$ cat src/rtl/ofmap_writeback.sv
// ofmap_writeback: per-lane bias / ReLU / shift / int16 saturation of the conv result
// stream, buffered in a small FIFO and written to the ofmap SRAM at sequential addresses.
module ofmap_writeback #(
  parameter int ADDR_W     = 13,
  parameter int FIFO_DEPTH = 4
) (
  input  logic              clk,
  input  logic              rst,
  input  logic              start,
  input  logic [ADDR_W-1:0] cfg_base,
  input  logic [ADDR_W-1:0] cfg_num_out,
  input  logic [15:0]       cfg_bias_1,
  input  logic [15:0]       cfg_bias_2,
  input  logic              cfg_relu_en,
  input  logic [3:0]        cfg_shift,
  input  logic              in_valid,
  input  logic [31:0]       in_data,
  output logic              wr_en,
  output logic [ADDR_W-1:0] wr_addr,
  output logic [31:0]       wr_data,
  input  logic              wr_ready,
  output logic              busy,
  output logic              done,
  output logic              overflow
);
  localparam int PTR_W = $clog2(FIFO_DEPTH);

  typedef enum logic [1:0] {IDLE, RUN, DRAIN, DONE} state_t;

  state_t             state_q, state_d;
  logic [ADDR_W-1:0]  in_cnt_q, in_cnt_d;
  logic [ADDR_W-1:0]  wr_cnt_q, wr_cnt_d;
  logic [ADDR_W-1:0]  base_q, base_d;
  logic [ADDR_W-1:0]  num_out_q, num_out_d;
  logic [15:0]        bias1_q, bias1_d;
  logic [15:0]        bias2_q, bias2_d;
  logic               relu_q, relu_d;
  logic [3:0]         shift_q, shift_d;
  logic               overflow_q, overflow_d;

  logic               s1_valid_q, s1_valid_d;
  logic signed [16:0] s1_sum1_q, s1_sum1_d;
  logic signed [16:0] s1_sum2_q, s1_sum2_d;
  logic               s2_valid_q, s2_valid_d;
  logic [31:0]        s2_data_q, s2_data_d;

  logic [31:0]        mem_q [FIFO_DEPTH];
  logic [PTR_W-1:0]   rd_ptr_q, rd_ptr_d;
  logic [PTR_W-1:0]   wr_ptr_q, wr_ptr_d;
  logic [PTR_W:0]     count_q, count_d;

  logic in_accept, fifo_full, push, pop, drop;

  // ReLU, then floor shift, then clamp to int16; a 17-bit sum never needs more room.
  function automatic logic [15:0] post_lane(input logic signed [16:0] sum,
                                            input logic relu, input logic [3:0] shamt);
    logic signed [16:0] v;
    v = (relu && sum < 0) ? 17'sd0 : sum;
    v = v >>> shamt;
    if (v > 17'sd32767)  return 16'h7fff;
    if (v < -17'sd32768) return 16'h8000;
    return v[15:0];
  endfunction

  // NOTE: every signal written in an always_comb gets a default first, so no path can infer a latch.
  always_comb begin
    in_accept  = (state_q == RUN) && in_valid && (in_cnt_q < num_out_q);
    s1_valid_d = in_accept;
    s1_sum1_d  = $signed({in_data[15], in_data[15:0]})  + $signed({bias1_q[15], bias1_q});
    s1_sum2_d  = $signed({in_data[31], in_data[31:16]}) + $signed({bias2_q[15], bias2_q});
    s2_valid_d = s1_valid_q;
    s2_data_d  = {post_lane(s1_sum2_q, relu_q, shift_q), post_lane(s1_sum1_q, relu_q, shift_q)};

    fifo_full = (count_q == (PTR_W+1)'(FIFO_DEPTH));
    pop       = (count_q != '0) && wr_ready;
    push      = s2_valid_q && (!fifo_full || pop);
    drop      = s2_valid_q && !push;
    rd_ptr_d  = rd_ptr_q + PTR_W'(pop);
    wr_ptr_d  = wr_ptr_q + PTR_W'(push);
    count_d   = count_q + (PTR_W+1)'(push) - (PTR_W+1)'(pop);
  end

  always_comb begin
    state_d    = state_q;
    in_cnt_d   = in_cnt_q + ADDR_W'(in_accept);
    wr_cnt_d   = wr_cnt_q + ADDR_W'(pop);
    overflow_d = overflow_q | drop;
    base_d     = base_q;
    num_out_d  = num_out_q;
    bias1_d    = bias1_q;
    bias2_d    = bias2_q;
    relu_d     = relu_q;
    shift_d    = shift_q;
    unique case (state_q)
      IDLE: if (start) begin
        base_d     = cfg_base;
        num_out_d  = cfg_num_out;
        bias1_d    = cfg_bias_1;
        bias2_d    = cfg_bias_2;
        relu_d     = cfg_relu_en;
        shift_d    = cfg_shift;
        overflow_d = 1'b0;
        in_cnt_d   = '0;
        wr_cnt_d   = '0;
        state_d    = RUN;
      end
      RUN:   if (in_cnt_d == num_out_q) state_d = DRAIN;
      DRAIN: if (!s1_valid_q && !s2_valid_q && count_q == '0) state_d = DONE;
      DONE:  state_d = IDLE;
      default: state_d = IDLE;
    endcase
  end

  assign wr_en    = (count_q != '0);
  assign wr_data  = wr_en ? mem_q[rd_ptr_q] : '0;
  assign wr_addr  = base_q + wr_cnt_q;
  assign busy     = (state_q != IDLE);
  assign done     = (state_q == DONE);
  assign overflow = overflow_q;

  // NOTE: sequential state uses non-blocking assignments only, so every flop samples pre-edge values.
  always_ff @(posedge clk) begin
    if (rst) begin
      state_q    <= IDLE;
      in_cnt_q   <= '0;
      wr_cnt_q   <= '0;
      base_q     <= '0;
      num_out_q  <= '0;
      bias1_q    <= '0;
      bias2_q    <= '0;
      relu_q     <= 1'b0;
      shift_q    <= '0;
      overflow_q <= 1'b0;
      s1_valid_q <= 1'b0;
      s1_sum1_q  <= '0;
      s1_sum2_q  <= '0;
      s2_valid_q <= 1'b0;
      s2_data_q  <= '0;
      rd_ptr_q   <= '0;
      wr_ptr_q   <= '0;
      count_q    <= '0;
    end else begin
      state_q    <= state_d;
      in_cnt_q   <= in_cnt_d;
      wr_cnt_q   <= wr_cnt_d;
      base_q     <= base_d;
      num_out_q  <= num_out_d;
      bias1_q    <= bias1_d;
      bias2_q    <= bias2_d;
      relu_q     <= relu_d;
      shift_q    <= shift_d;
      overflow_q <= overflow_d;
      s1_valid_q <= s1_valid_d;
      s1_sum1_q  <= s1_sum1_d;
      s1_sum2_q  <= s1_sum2_d;
      s2_valid_q <= s2_valid_d;
      s2_data_q  <= s2_data_d;
      rd_ptr_q   <= rd_ptr_d;
      wr_ptr_q   <= wr_ptr_d;
      count_q    <= count_d;
    end
  end

  // NOTE: FIFO storage is not reset; the pointers and count define what is valid, and wr_data is gated when empty.
  always_ff @(posedge clk) begin
    if (push) mem_q[wr_ptr_q] <= s2_data_q;
  end

endmodule

$ cat config.mk
export PLATFORM = sky130hd
export DESIGN_NAME = ofmap_writeback
export DESIGN_NICKNAME = d
export VERILOG_FILES = /design/src/rtl/ofmap_writeback.sv
export SDC_FILE = /design/constraint.sdc
export NUM_CORES = 1
export LEC_CHECK = 0
export ABC_AREA = 1
export ABC_CLOCK_PERIOD_IN_PS = 5570
export CAP_MARGIN = 20
export CORE_MARGIN = 1.5
export CORE_UTILIZATION = 45
export DETAILED_ROUTE_END_ITERATION = 7
export PLACE_DENSITY = 0.66
export SETUP_SLACK_MARGIN = 0.02
export SLEW_MARGIN = 20
export SYNTH_ARGS = -nofsm -noshare
export SYNTH_HDL_FRONTEND = slang
export SYNTH_SLANG_ARGS = --single-unit
$ cat constraint.sdc
create_clock -name clk -period 5.57 [get_ports clk]
set_input_delay 1.114 -clock clk [delete_from_list [all_inputs] [get_ports clk]]
set_output_delay 1.114 -clock clk [all_outputs]
set_load 0.02 [all_outputs]
======== After elaboration in Yosys (flattened, before gate mapping) ========
Memories as Yosys holds them, arrays and structs flattened. A register that Yosys moved wholly into a read port is not among the register bits.
Cells that the tools add are included.
word-level totals
  bits in registers ....................... 167
  bits in writable memories ............... 128
  input bits .............................. 100
  logic and storage cells ................. 96
  memories ................................ 1
memories
  name   words  width  rd ports  clocked after memory_dff  wr ports  line  source
  mem_q  4      32     1         1                         1         47    logic [31:0] mem_q [FIFO_DEPTH];
operators by class
  $add $sub $neg .......................... 9
  magnitude comparators ................... 7
  equality and inequality tests ........... 8
  shift-type cells ........................ 2
  multiplexer cells ....................... 30
  bitwise gates (word level) .............. 1
  reductions and logical operators ........ 20
operators with widths
  cell                  count
  $mux 16               8
  $mux 13               4
  $add 16x16->17        2
  $gt 17x16->1 const B  2
  $lt 17x1->1 const B   2
  $lt 17x16->1 const B  2
  $mux 17               2
  $sshr 17x4->17        2
  $mux 32               1
  $add 13x1->13         2
  $add 13x13->13        1
  $eq 13x13->1          1
  $lt 13x13->1          1
  $mux 1                10
  $logic_and 1x1->1     9
  $mux 2                4
  $pmux 2 s4            1
  $add 2x1->2           2
  $eq 2x2->1 const B    2
  $logic_not 1->1       4
  $ne 2x2->1 const B    2
  $add 3x1->3           1
  $eq 3x3->1 const B    1
  $logic_not 3->1       1
  other kinds (10)      10

======== Logic depth before layout (Yosys ltp) ========
  word-level depth ........................ 9
  gate-level depth with buffers ........... 22
  mapped depth without buffers ............ 22

======== Least setup slack after synthesis ========
OpenSTA, ideal clock, no wires.
  path kind ............................... input to register
  from .................................... in wr_ready
  to ...................................... mem mem_q[0][0] (enable)
  data arrival time ....................... 3.608 ns
  required time ........................... 5.109 ns
  setup slack ............................. 1.501 ns
  stages on the path ...................... 4
  cell sequence ........................... nor4_1 nor2_1 inv_1 nor3_1
between the ends
  longest elaborated chain between the ends .. 5
RTL lines
  element                       line  source
  start, declared               21    input logic wr_ready,
  $logic_and 1x1->1             75    pop = (count_q != '0) && wr_ready;
  $logic_or 1x1->1              76    push = s2_valid_q && (!fifo_full || pop);
  $logic_and 1x1->1             76
  $mux 1                        166   if (push) mem_q[wr_ptr_q] <= s2_data_q;
  $mux 1 (implied by the code)  166
  end, declared                 47
No other way between the ends.

======== Worst setup path after layout ========
  from .................................... reg wr_cnt_q[0]
  to ...................................... out wr_addr[10]
between the ends
  longest elaborated chain between the ends .. 1
RTL lines
  element                 line  source
  start, declared         32    logic [ADDR_W-1:0] wr_cnt_q, wr_cnt_d;
  start signal, assigned  145   wr_cnt_q <= wr_cnt_d;
  $add 13x13->13          116   assign wr_addr = base_q + wr_cnt_q;
  end, declared           19    output logic [ADDR_W-1:0] wr_addr,
No other way between the ends.

==> results.md <==
* Status: finished clean
* Layout Nets at between 2000 and 2500
* Initial antenna violation count at 2
* Worst setup path class: reg2out
* Post-synth EDFFs at 128
* Min Hold Slack at 0.448 ns
* R2R depth at 21
* Relative slew margins at 30.4%
* Fin. Hold Viols at 0
* Setup violators final at 0
* Yosys reg bits at just under 300
* Filler cell count at between 2000 and 3000
* DRC violations left at 0
* Synth Area in Adders at 6.41%
* Post-route core utilization at 54.8%
* R2R Path Start: in_cnt_q[2]$_SDFF_PP0_
* Critical Path End Type: output pin
* Max Freq at between 200 and 250 MHz
* Row count at 65
* H-tree depth at 1
* Worst-skew pair later-pin latency at 0.55 ns
* Max cap viols at 0
* Worst Skew at approximately 0.015 ns
* GR Overflow Total at 0
* Iter 0 DRT Violations at 850
* Die Ht at 183 um
* Class of the worst hold path: reg2reg
* Vias per cell at a little over 5
* Gpl congestion at 0.883
* Hold_buf cts at 0
* Yosys warnings at 0
* Worst hold path depth at 2
* Hpwl dp at 22.7 mm
* WHS Endpoint: s2_valid_q$_SDFF_PP0_
* Worst-Margin Slew at 1.04 ns
* Area of the multi-input gates at 6510 sq um
* Pins over their slew limit at 0
* Clock share of power at 25.0%
* CP Max Fanout at 4
* Post-Place Cells at 2247
* Fin Setup TNS at 0 ns
* Postcts setup bufs at 0
* RSZ-0062 raised after global routing: false
* Worst-case clock buffer depth at 3
* Critical hold path startpoint: s1_valid_q$_SDFF_PP0_
* WL/cell at about 14 um
* Layout overhead on the synthesized area at 19.4%
* Crit-path cells: ha_1 -> inv_1 -> fa_1 -> nor2_1 -> or2_2 -> a31oi_1 -> o21ai_0 -> xor2_1 -> clkdlybuf4s50_1
* CP max stage delay at 0.63 ns
* Syn_nets at 1937
* Slowest stage cell, crit path: clkdlybuf4s50_1
* Power Density at 468 nW/um^2
* Post-synth top flop: dfxtp_1
* Tot GR Track Use at 19.7%
* Antenna Nets Post-Route at 0
* Clock transition at path regs at 0.07 ns
* Simple-gate share of the synthesized area at 19.4%
* Chip Width at 183 um
* Xor-xnor portion of the synthesized cell area at between 1 and 1.5%
* Critical R2R Capture: state_q[0]$_SDFFE_PP0P_
* Multiplexer share of the synthesized area at 0.345%
* Compound-Gate Fraction of Synth Area at 17.4%
* Vias in the first global route at 11007
* Sequential group share of total power at 37.4%
* I/O Pins at around 150
* First-pass GRT wire length at 54.1 mm
* Switching share of power at 37.5%
* P_int at 5.06 mW
* Post-Syn Area at 14500 sq um
* Syn Area/Cell at 8.22 sq um
* Core area at 31600 sq um
* R2R Setup Slk at a little under 2 ns
* Main combinational cell family by area after synthesis: simple AND/OR/NAND/NOR gates
* Final Cycle Share at 73.6%
* Largest net degree at the start of global routing at 85
* Register area at 7190 sq um
* Max VDD drop at about 0.00028 V
* Num CTS Buffers at 30
* Die area at 33300 sq um
* WP buf/inv at 2
* Crit path arrival time at 2.98 ns
* Count of cell types in the netlist at 48
* Initial Util at 45.9%
* Leakage power at 7.01 nW
* Layout cells sized above 1 at 5.16%
* FFs w/ async S/R, synth at 0%
* Net load switching power at just over 3 mW
* Worst path required time at 4.46 ns
* PortBufs at 148
* Post-route minimum period at 4.10 ns
* Root buffer cell: clkbuf_16
* CTS resizes at 0
* Logic gate share of total power at between 30% and 40%
* Sink Count at 295
* Mapped Cells at 1765
* CP top delay family: buffers and inverters
* CTS tree: built
* Startpoint Class: flip-flop
* Via count at around 12000
* Routed WL at 32.9 mm
* Register area share after synthesis at 49.5%
* Drt pass-1 iters at 5
* Non-filler instance count after layout at 2305
## power by group through the flow
| stage | Combinational, mW | Clock [mW] | Sequential [mW] |
|---|---|---|---|
| global route | 3.45 | 2.16 | 3.09 |
| global placement | 3.00 | 0 | 3.07 |
| finish | 3.04 | 2.03 | 3.04 |
| CTS | 3.05 | 2.07 | 3.04 |
| detailed placement | 3.03 | 0 | 3.09 |
| floorplan | 2.15 | 0 | 2.94 |
## logic make-up (layout without fill, tap and decap cells)
| family | Yosys count | count (layout) |
|---|---|---|
| simple gates | 686 | 686 |
| compound gates | 469 | 469 |
| flops | 295 | 295 |
| buf+inv | 220 | 356 |
| fa+ha+maj | 72 | 72 |
| xor+xnor | 18 | 18 |
| mux | 5 | 5 |
| other cells | 0 | 2 |
## metrics by stage
| stage | instance area, sq um | worst slack (ns) | total power, mW |
|---|---|---|---|
| 2_1_floorplan | 14500 | 1.50 | 5.09 |
| 3_3_place_gp | 16300 | 1.73 | 6.07 |
| 3_5_place_dp | 16300 | 1.63 | 6.12 |
| 4_1_cts | 17300 | 1.45 | 8.16 |
| 5_1_grt | 17300 | 1.29 | 8.70 |
| 6_report | 17300 | 1.47 | 8.11 |
## flip-flops by register name, indices dropped and copies added (netlist names), 2 cells and up
| signal | flops |
|---|---|
| mem_q | 128 |
| s2_data_q | 32 |
| s1_sum1_q | 17 |
| s1_sum2_q | 17 |
| bias1_q | 16 |
| bias2_q | 16 |
| base_q | 13 |
| in_cnt_q | 13 |
| num_out_q | 13 |
| wr_cnt_q | 13 |
| shift_q | 4 |
| count_q | 3 |
| rd_ptr_q | 2 |
| state_q | 2 |
| wr_ptr_q | 2 |
## cells in the final DEF (no fill, tap or decap), types with 5 or more instances in the layout
cell type and instances:
dfxtp_1 166, nor3_1 10, clkdlybuf4s50_1 147, xor2_1 11
clkinv_2 5, nand4_1 11, nor2_1 318, a21oi_1 177
o21ai_0 225, buf_4 13, clkbuf_16 32, a31oi_1 7
inv_1 133, o211ai_1 20, edfxtp_1 128, o21a_1 10
xnor2_1 7, nand2_1 246, ha_1 68, nand3_1 77
mux2i_1 5, clkinv_1 5
## area by class of cell
| type | instances | share of cell area [%] |
|---|---|---|
| clock buffer | 35 | 4.74 |
| tap | 402 | 2.90 |
| sequential | 295 | 41.5 |
| inverter | 138 | 2.99 |
| timing repair buffer | 162 | 9.20 |
| multi-input combinational | 1250 | 37.6 |
| antenna | 2 | 0.0289 |
| clock inverter | 21 | 1.10 |
## worst max-delay path by stage
stage                            from                 endpoint  slack, ns  depth (start not counted)
2_1_floorplan                wr_ready    mem_q[0][0]$_DFFE_PP_       1.50                          4
3_3_place_gp                 in_valid  state_q[0]$_SDFFE_PP0P_       1.73                         20
3_5_place_dp                 in_valid  state_q[0]$_SDFFE_PP0P_       1.63                         20
4_1_cts        wr_cnt_q[0]$_SDFF_PP0_              wr_addr[10]       1.45                          9
5_1_grt        wr_cnt_q[0]$_SDFF_PP0_              wr_addr[10]       1.29                          9
6_report       wr_cnt_q[0]$_SDFF_PP0_              wr_addr[10]       1.47                          9
## layer usage
layer / global-route usage (%) / wire (um) / vias to the layer above
met5: 0 / 0 / -
met4: 4.60 / 527 / 0
met3: 2.83 / 1770 / 36
met2: 32.9 / 14800 / 308
met1: 27.1 / 15700 / 5301
li1: - / - / 6214
## Yosys cell counts, types with 3 or more instances
master    instances  area (sq um)
a211oi_1          4          30.0
a21boi_0          3          22.5
a21o_1            3          22.5
a21oi_1         177           886
a31oi_1           7          43.8
buf_1            15          56.3
buf_2            14          70.1
clkbuf_1         51           191
clkinv_1          4          15.0
dfxtp_1         167          3340
edfxtp_1        128          3840
fa_1              4          80.1
ha_1             68           851
inv_1           133           499
mux2i_1           5          50.1
nand2_1         247           927
nand2_2           3          18.8
nand3_1          77           385
nand3_2           4          40.0
nand4_1          11          68.8
nor2_1          318          1190
nor2_2            3          18.8
nor3_1           14          70.1
o211ai_1         20           150
o21a_1           10          75.1
o21ai_0         225          1130
o21ai_2           4          35.0
o21bai_1          3          22.5
xnor2_1           7          61.3
xor2_1           11          96.3
## worst min-delay path: cells and delay by family (launching register included)
kind                   cells  cell delay, ns
buffers and inverters      1            0.07
DFF                        1            0.30
and+or+nand+nor            1            0.04
Note: power is estimated with default switching activity, not from simulation.
